### config.mk
export PLATFORM = sky130hd
export DESIGN_NAME = tug_match_ctrl
export DESIGN_NICKNAME = d
export VERILOG_FILES = /design/src/rtl/tug_match_ctrl.sv
export SDC_FILE = /design/constraint.sdc
export NUM_CORES = 1
export LEC_CHECK = 0
export BUFFER_PORTS_ARGS = -buffer_cell sky130_fd_sc_hd__buf_4
export CORE_MARGIN = 4
export CORE_UTILIZATION = 50
export DETAILED_ROUTE_END_ITERATION = 16
export PLACE_DENSITY = 0.81
export SLEW_MARGIN = 20
export SYNTH_ARGS = -nofsm -noshare
export SYNTH_HDL_FRONTEND = slang
export SYNTH_SLANG_ARGS = --single-unit
### constraint.sdc
create_clock -name Clock -period 2.5 [get_ports Clock]
set_input_delay 0.5 -clock Clock [delete_from_list [all_inputs] [get_ports Clock]]
set_output_delay 0.5 -clock Clock [all_outputs]
set_load 0.05 [all_outputs]
### src/rtl/tug_match_ctrl.sv
// Match sequencer for the tug-of-war game: counts round wins, pulses the round reset
// between rounds, gates play while a result is shown and declares the match winner.
module tug_match_ctrl #(
    parameter int WIN_TARGET  = 3,
    parameter int HOLD_CYCLES = 8
) (
    input  logic       Clock,
    input  logic       Reset,
    input  logic       Start,
    input  logic       P1win,
    input  logic       P2win,
    output logic       roundReset,
    output logic       playEnable,
    output logic [2:0] p1Score,
    output logic [2:0] p2Score,
    output logic [6:0] hexP1,
    output logic [6:0] hexP2,
    output logic       matchOver,
    output logic [1:0] matchWinner
);

    localparam int CW = (HOLD_CYCLES > 1) ? $clog2(HOLD_CYCLES) : 1;
    localparam logic [CW-1:0] HOLD_LAST = CW'(HOLD_CYCLES - 1);
    localparam logic [2:0]    TARGET    = 3'(WIN_TARGET);

    typedef enum logic [2:0] {
        S_IDLE  = 3'd0,
        S_PLAY  = 3'd1,
        S_HOLD  = 3'd2,
        S_CLEAR = 3'd3,
        S_DONE  = 3'd4
    } state_t;

    state_t        state_r;
    state_t        state_next_s;
    logic [CW-1:0] hold_cnt_r;
    logic [CW-1:0] hold_cnt_next_s;
    logic [2:0]    p1_next_s;
    logic [2:0]    p2_next_s;
    logic [1:0]    winner_next_s;

    // Active-low gfedcba segment pattern for one score digit.
    function automatic logic [6:0] hex7(input logic [2:0] value);
        logic [6:0] seg;
        case (value)
            3'd0:    seg = 7'b1000000;
            3'd1:    seg = 7'b1111001;
            3'd2:    seg = 7'b0100100;
            3'd3:    seg = 7'b0110000;
            3'd4:    seg = 7'b0011001;
            3'd5:    seg = 7'b0010010;
            3'd6:    seg = 7'b0000010;
            3'd7:    seg = 7'b1111000;
            default: seg = 7'b1111111;
        endcase
        return seg;
    endfunction

    // Moore decode {roundReset, playEnable, matchOver} for a given state.
    function automatic logic [2:0] state_outputs(input state_t st);
        logic [2:0] o;
        case (st)
            S_IDLE:  o = 3'b100;
            S_PLAY:  o = 3'b010;
            S_HOLD:  o = 3'b000;
            S_CLEAR: o = 3'b100;
            S_DONE:  o = 3'b001;
            default: o = 3'b100;
        endcase
        return o;
    endfunction

    // Next-state, score, hold counter and winner selection.
    always_comb begin
        state_next_s    = state_r;
        hold_cnt_next_s = hold_cnt_r;
        p1_next_s       = p1Score;
        p2_next_s       = p2Score;
        winner_next_s   = matchWinner;
        case (state_r)
            S_IDLE: begin
                if (Start) begin
                    state_next_s = S_PLAY;
                end else begin
                    state_next_s = S_IDLE;
                end
            end
            S_PLAY: begin
                if (P1win && !P2win) begin
                    p1_next_s       = p1Score + 3'd1;
                    hold_cnt_next_s = '0;
                    state_next_s    = S_HOLD;
                end else if (P2win && !P1win) begin
                    p2_next_s       = p2Score + 3'd1;
                    hold_cnt_next_s = '0;
                    state_next_s    = S_HOLD;
                end else begin
                    state_next_s = S_PLAY;
                end
            end
            S_HOLD: begin
                if (hold_cnt_r == HOLD_LAST) begin
                    hold_cnt_next_s = '0;
                    if ((p1Score == TARGET) || (p2Score == TARGET)) begin
                        state_next_s  = S_DONE;
                        winner_next_s = (p1Score == TARGET) ? 2'b01 : 2'b10;
                    end else begin
                        state_next_s = S_CLEAR;
                    end
                end else begin
                    hold_cnt_next_s = hold_cnt_r + {{(CW-1){1'b0}}, 1'b1};
                end
            end
            S_CLEAR: begin
                state_next_s = S_PLAY;
            end
            S_DONE: begin
                if (Start) begin
                    state_next_s  = S_IDLE;
                    p1_next_s     = 3'd0;
                    p2_next_s     = 3'd0;
                    winner_next_s = 2'b00;
                end else begin
                    state_next_s = S_DONE;
                end
            end
            default: begin
                state_next_s    = S_IDLE;
                hold_cnt_next_s = '0;
                p1_next_s       = 3'd0;
                p2_next_s       = 3'd0;
                winner_next_s   = 2'b00;
            end
        endcase
    end

    // State, scores and registered outputs; outputs load from the next state so they
    // change on the same edge as the state register.
    always_ff @(posedge Clock) begin
        if (Reset) begin
            state_r     <= S_IDLE;
            hold_cnt_r  <= '0;
            p1Score     <= 3'd0;
            p2Score     <= 3'd0;
            matchWinner <= 2'b00;
            hexP1       <= 7'b1000000;
            hexP2       <= 7'b1000000;
            roundReset  <= 1'b1;
            playEnable  <= 1'b0;
            matchOver   <= 1'b0;
        end else begin
            state_r     <= state_next_s;
            hold_cnt_r  <= hold_cnt_next_s;
            p1Score     <= p1_next_s;
            p2Score     <= p2_next_s;
            matchWinner <= winner_next_s;
            hexP1       <= hex7(p1_next_s);
            hexP2       <= hex7(p2_next_s);
            {roundReset, playEnable, matchOver} <= state_outputs(state_next_s);
        end
    end

endmodule

## Word level (Yosys, flattened, before mapping)

Memories as Yosys holds them, arrays and structs flattened. A register that Yosys moved wholly into a read port is not among the register bits.
Index checks and enable logic that the tools add are counted.

- Reductions and logical operators: 11
- $add $sub $neg: 3
- Eq/ne operators: 14
- Multiplexer cells: 24
- Bitwise gates (word level): 2

Operators by type and width:

| cell | number |
|---|---|
| 3-bit case mux with 3 select lines | 4 |
| 3-bit two-way mux | 11 |
| 3-bit by 2-bit equality test with 1-bit output, second input constant | 5 |
| 3-bit case mux with 5 select lines | 1 |
| 2-bit two-way mux | 6 |
| 3-bit by 1-bit adder with 3-bit output, second input constant | 3 |
| 3-bit equality test, second input constant | 3 |
| 3-bit OR reduction | 3 |
| 3-bit by 1-bit equality test with 1-bit output, second input constant | 2 |
| 2-bit != test, second input constant | 3 |
| 2-bit case mux with 3 select lines | 1 |
| 4-bit AND reduction | 1 |
| 3-bit zero test | 1 |
| 3-bit != test, second input constant | 1 |
| 1-bit logical AND | 2 |
| 1-bit zero test | 2 |
| 1-bit inverter | 2 |
| 2-bit AND reduction | 1 |
| 1-bit logical OR | 1 |
| 1-bit two-way mux | 1 |

- Logic and storage cells: 64
- Output and inout bits: 25
- Bits of input ports: 5
- Bits in registers: 17
- Memory bits (read-only): 112
- Memories: 2

Memory list:

| memory | depth | bits a word | rd ports | clocked after Yosys merged registers in | wr ports | RTL line | text |
|---|---|---|---|---|---|---|---|
| (name not given) | 8 | 7 | 1 | 1 | 0 | 45 | `case (value)` |
| (name not given) | 8 | 7 | 1 | 1 | 0 | 45 |  |

## Depth between registers and ports, before layout

- Depth after elaboration: 7
- Mapped depth: 10
- Depth with buffers taken out: 10

## Worst setup path after synthesis

OpenSTA, ideal clock, no wires.

- Path type: input -> register
- Start point: in P2win
- End point: reg hexP2[6]
- Path slack: 0.436 ns
- Path buffers: 0
- Stages: 9
- Library setup time: 0.136 ns
- Arrival: 1.929 ns
- Data required time: 2.364 ns
- Cell sequence: inv_1 ha_1 nor2b_1 o22ai_1 a21oi_1 inv_1 ha_1 o31ai_1 o211ai_1

- Longest elaborated chain between the ends: 4
- Elaborated cells on any way between the ends: 6
- Those cells by class: mux (3); reduce/logical (3)

Ends and longest elaborated chain:

| element | RTL line | text |
|---|---|---|
| start: declaration | 11 | `input logic P2win,` |
| 1-bit logical AND or 1-bit zero test (tied branches) | 93, 89 |  |
| 3-bit two-way mux or 1-bit logical AND (tied branches) | 93, 89 |  |
| 3-bit two-way mux (*) | 89 | `if (P1win && !P2win) begin` |
| 3-bit case mux with 3 select lines (*) | 80 | `case (state_r)` |
| via p2_next_s[0] | 39 | `logic [2:0] p2_next_s;` |
| end: declaration | 17 | `output logic [6:0] hexP2,` |

The timed path passes the listed nets; every way through them passes the cells marked *.
A chain may end at the register's enable or synchronous reset.

## Final worst setup path

- Start point: reg state_r[2]
- End point: reg hexP2[3]

- Longest elaborated chain between the ends: 3
- Elaborated cells on any way between the ends: 7
- Those cells by class: eq/ne (4); mux (1); reduce/logical (2)

Ends and longest elaborated chain:

| element | RTL line | text |
|---|---|---|
| start: declaration | 34 | `state_t state_r;` |
| start signal: assignment | 152 | `state_r <= state_next_s;` |
| 3-bit by 2-bit equality test with 1-bit output or 3-bit zero test (tied branches) | 80 |  |
| 3-bit OR reduction (no source line) | -- |  |
| 3-bit case mux with 3 select lines (*) | 80 |  |

Mark *: on every way between the ends. The rest lies on a longest branch, timed or not.

==> summary.md <==
| Metric | Value |
|---|---|
| Top cells by count, synth | `dfxtp_1, nor2_1, ha_1` |
| Power density cells | `513 nW/µm²` |
| H-Tree Depth | `2` |
| GRT Resource Usage Total | `18.0%` |
| Clock network power share | `32.3%` |
| Clock Latency Late Sink | `0.34 ns` |
| Routed WL | `3.63 mm` |
| IO Port Bufs | `29` |
| P_leak | `0.916 nW` |
| Die ar. | `4250 µm²` |
| Final hold vios | `0` |
| Largest net degree at the start of global routing | `22` |
| Sw Share | `27.9%` |
| Via density | `5.51` |
| Vias in the first global route | `1360` |
| Via Count | `1439` |
| Area Overhead vs Synth | `21.6%` |
| DRC | `0` |
| Crit-path cells | `or3b_1 > buf_4 > nor3_1 > a21oi_1 > buf_4 > ha_1 > o31ai_1` |
| Synth async-reset ratio | `0%` |
| Final setup TNS | `0 ns` |
| Synth area leader | `dfxtp_1` |
| Peak supply drop | `290 µV` |
| IO Count | `30` |
| Slew @ Worst Pin | `0.446 ns` |
| Hold slack | `0.479 ns` |
| Crit share post-route | `86.8%` |
| Die H | `65.2 µm` |
| Sequential share of power | `50.3%` |
| Synth Register Bits | `31` |
| Synthesized instance count | `180` |
| Worst hold path class | `reg -> reg` |
| Critical path class | `reg -> reg` |
| Clock slew at the register clock pins of the worst setup and hold paths | `0.09 ns` |
| Num CTS Buffers | `5` |
| Core area | `3100 µm²` |
| DP HPWL | `2.72 mm` |
| Relative slew slack | `70.0%` |
| Sequential area share after synthesis | `37.9%` |
| Clock Skew | `0.00363 ns` |
| Starting Density | `52.7%` |
| EDFF count, synth | `0` |
| Inserted Diodes | `0` |
| Most frequent cell after synthesis | `dfxtp_1` |
| Fillers | `285` |
| GPL Wtd Cong | `0.859` |
| Internal | `736 µW` |
| CTS tree | `yes` |
| Post-CTS resize count | `0` |
| Synth top area cells | `dfxtp_1, ha_1, nor2_1` |
| CP arrival | `2.43 ns` |
| Initial antenna violation count | `0` |
| Detailed-router iteration count before antenna repair | `4` |
| Largest fanout on the critical path | `10` |
| Gate power share | `17.5%` |
| Core Util, Final | `64.1%` |
| DRT iter0 DRCs | `73` |
| Crit path launch type | `register` |
| Yosys cell types | `48` |
| Total net switching power | `285 µW` |
| Critical Path RT | `2.76 ns` |
| Layout cells sized above 1 | `25.3%` |
| Fin crit period | `2.17 ns` |
| Root buf cell | `clkbuf_4` |
| DRT antenna net count | `0` |
| Ys flop type | `dfxtp_1` |
| Count of endpoints failing setup in the final report | `0` |
| Fin cells | `261` |
| Cell repeated most along the worst path | `buf_4` |
| RSZ-0062 raised after global routing | `no` |
| First-pass GRT wire length | `5.90 mm` |
| Slowest CP cell | `or3b_1` |
| Chip width | `65.2 µm` |
| Sequential Area | `621 µm²` |
| Placed insts | `253` |
| DR WL/cell | `13.9 µm` |
| Max Clk Rate | `461 MHz` |
| CP peak stage delay | `0.53 ns` |
| Setup crit end kind | `register` |
| Hold Buf Count CTS | `0` |
| Ys Warns | `0` |
| Max-slew violations | `0` |
| Clock sinks | `31` |
| Net Count, Synth | `203` |
| Multi-input gate area | `937 µm²` |
| Status | `complete, no violations` |
| # Post-CTS Setup Buffers | `0` |
| Nets | `239` |
| Max-cap violations | `0` |
| Clock Path Buffers | `2` |
| FP Rows | `20` |
| Remaining Overflow, GRT | `0` |
| Syn Area/Cell | `9.09 µm²` |
| Top cell type's share of synthesized area | `37.9%` |
| Synthesized area | `1640 µm²` |
-- path summary, 6_finish.rpt --
check	startpoint	to	cells after the start	slack [ns]
hold / removal	matchWinner[0]	matchWinner[0]	2	0.48
hold reg to reg	matchWinner[0]	matchWinner[0]	2	0.48
setup / recovery	state_r[2]	hexP2[3]	7	0.33
setup reg to reg	state_r[2]	hexP2[3]	7	0.33
-- per-stage QoR --
step                setup WS, ns  power [mW]  cell area (µm²)
finish                     0.331        1.02             1990
global route               0.136        1.07             1990
CTS                        0.347        1.03             1990
detailed placement         0.219       0.701             1920
global placement           0.335       0.695             1920
floorplan                  0.436       0.654             1640
-- worst max-delay path, delay by kind of cell, from the launching register on --
| kind | cells | cell delay (ns) |
|---|---|---|
| fa+ha+maj | 1 | 0.31 |
| compound gates | 2 | 0.28 |
| flops | 1 | 0.42 |
| simple gates | 2 | 0.69 |
| buf+inv | 2 | 0.38 |
-- logic make-up (layout without fill, tap and decap cells) --
| logic type | count (synthesis) | count (layout) | synth area share [%] |
|---|---|---|---|
| adder cells (fa/ha/maj) | 18 | 18 | 13.8 |
| flip-flops | 31 | 31 | 37.9 |
| AO/OA/AOI/OAI | 49 | 49 | 20.6 |
| buffers and inverters | 17 | 54 | 4.82 |
| AND/OR/NAND/NOR | 63 | 63 | 21.6 |
| multiplexers | 2 | 2 | 1.22 |
-- power by group through the flow --
stage | clock network (mW) | logic [mW] | registers (mW)
2_1_floorplan | 0 | 0.0929 | 0.561
3_3_place_gp | 0 | 0.171 | 0.524
3_5_place_dp | 0 | 0.176 | 0.525
4_1_cts | 0.339 | 0.176 | 0.513
5_1_grt | 0.363 | 0.192 | 0.515
6_report | 0.329 | 0.178 | 0.513
-- layout by cell type (no fill, tap or decap), types with 2 or more instances in the layout --
master,n
buf_4,36
dfxtp_1,31
nor2_1,23
ha_1,18
a21oi_1,9
inv_1,8
nor3_1,8
o21ai_0,8
nand2b_1,6
nand2_1,5
clkbuf_4,5
a22oi_1,4
o22ai_1,3
nor3b_1,3
o31ai_1,3
o21a_1,2
inv_2,2
a2bb2oi_1,2
or2_2,2
o2111ai_1,2
a21o_1,2
o31a_1,2
o211ai_1,2
or3b_2,2
mux2i_1,2
and3_1,2
clkbuf_8,2
-- layout make-up --
class	count	area share, %
clock buffers	8	3.46
multi-input cells	132	47.1
well taps	44	2.77
repair buffers	36	13.6
inverters	10	1.89
flip-flops and latches	31	31.2
-- registers in the layout (all words and copies together), names as in the netlist --
signal and cells:
hexP1 7, hexP2 7, hold_cnt_r 3, matchOver 1
matchWinner 2, p1Score 3, p2Score 3, playEnable 1
roundReset 1, state_r 3
-- metal layers --
metal	up-vias	GRT usage [%]	wire (µm)
met3	8	4.44	198
met2	42	31.0	1780
met1	675	20.5	1570
met5	-	0	0
met4	0	9.33	82
li1	714	-	-
(Power assumes the default switching activity.)
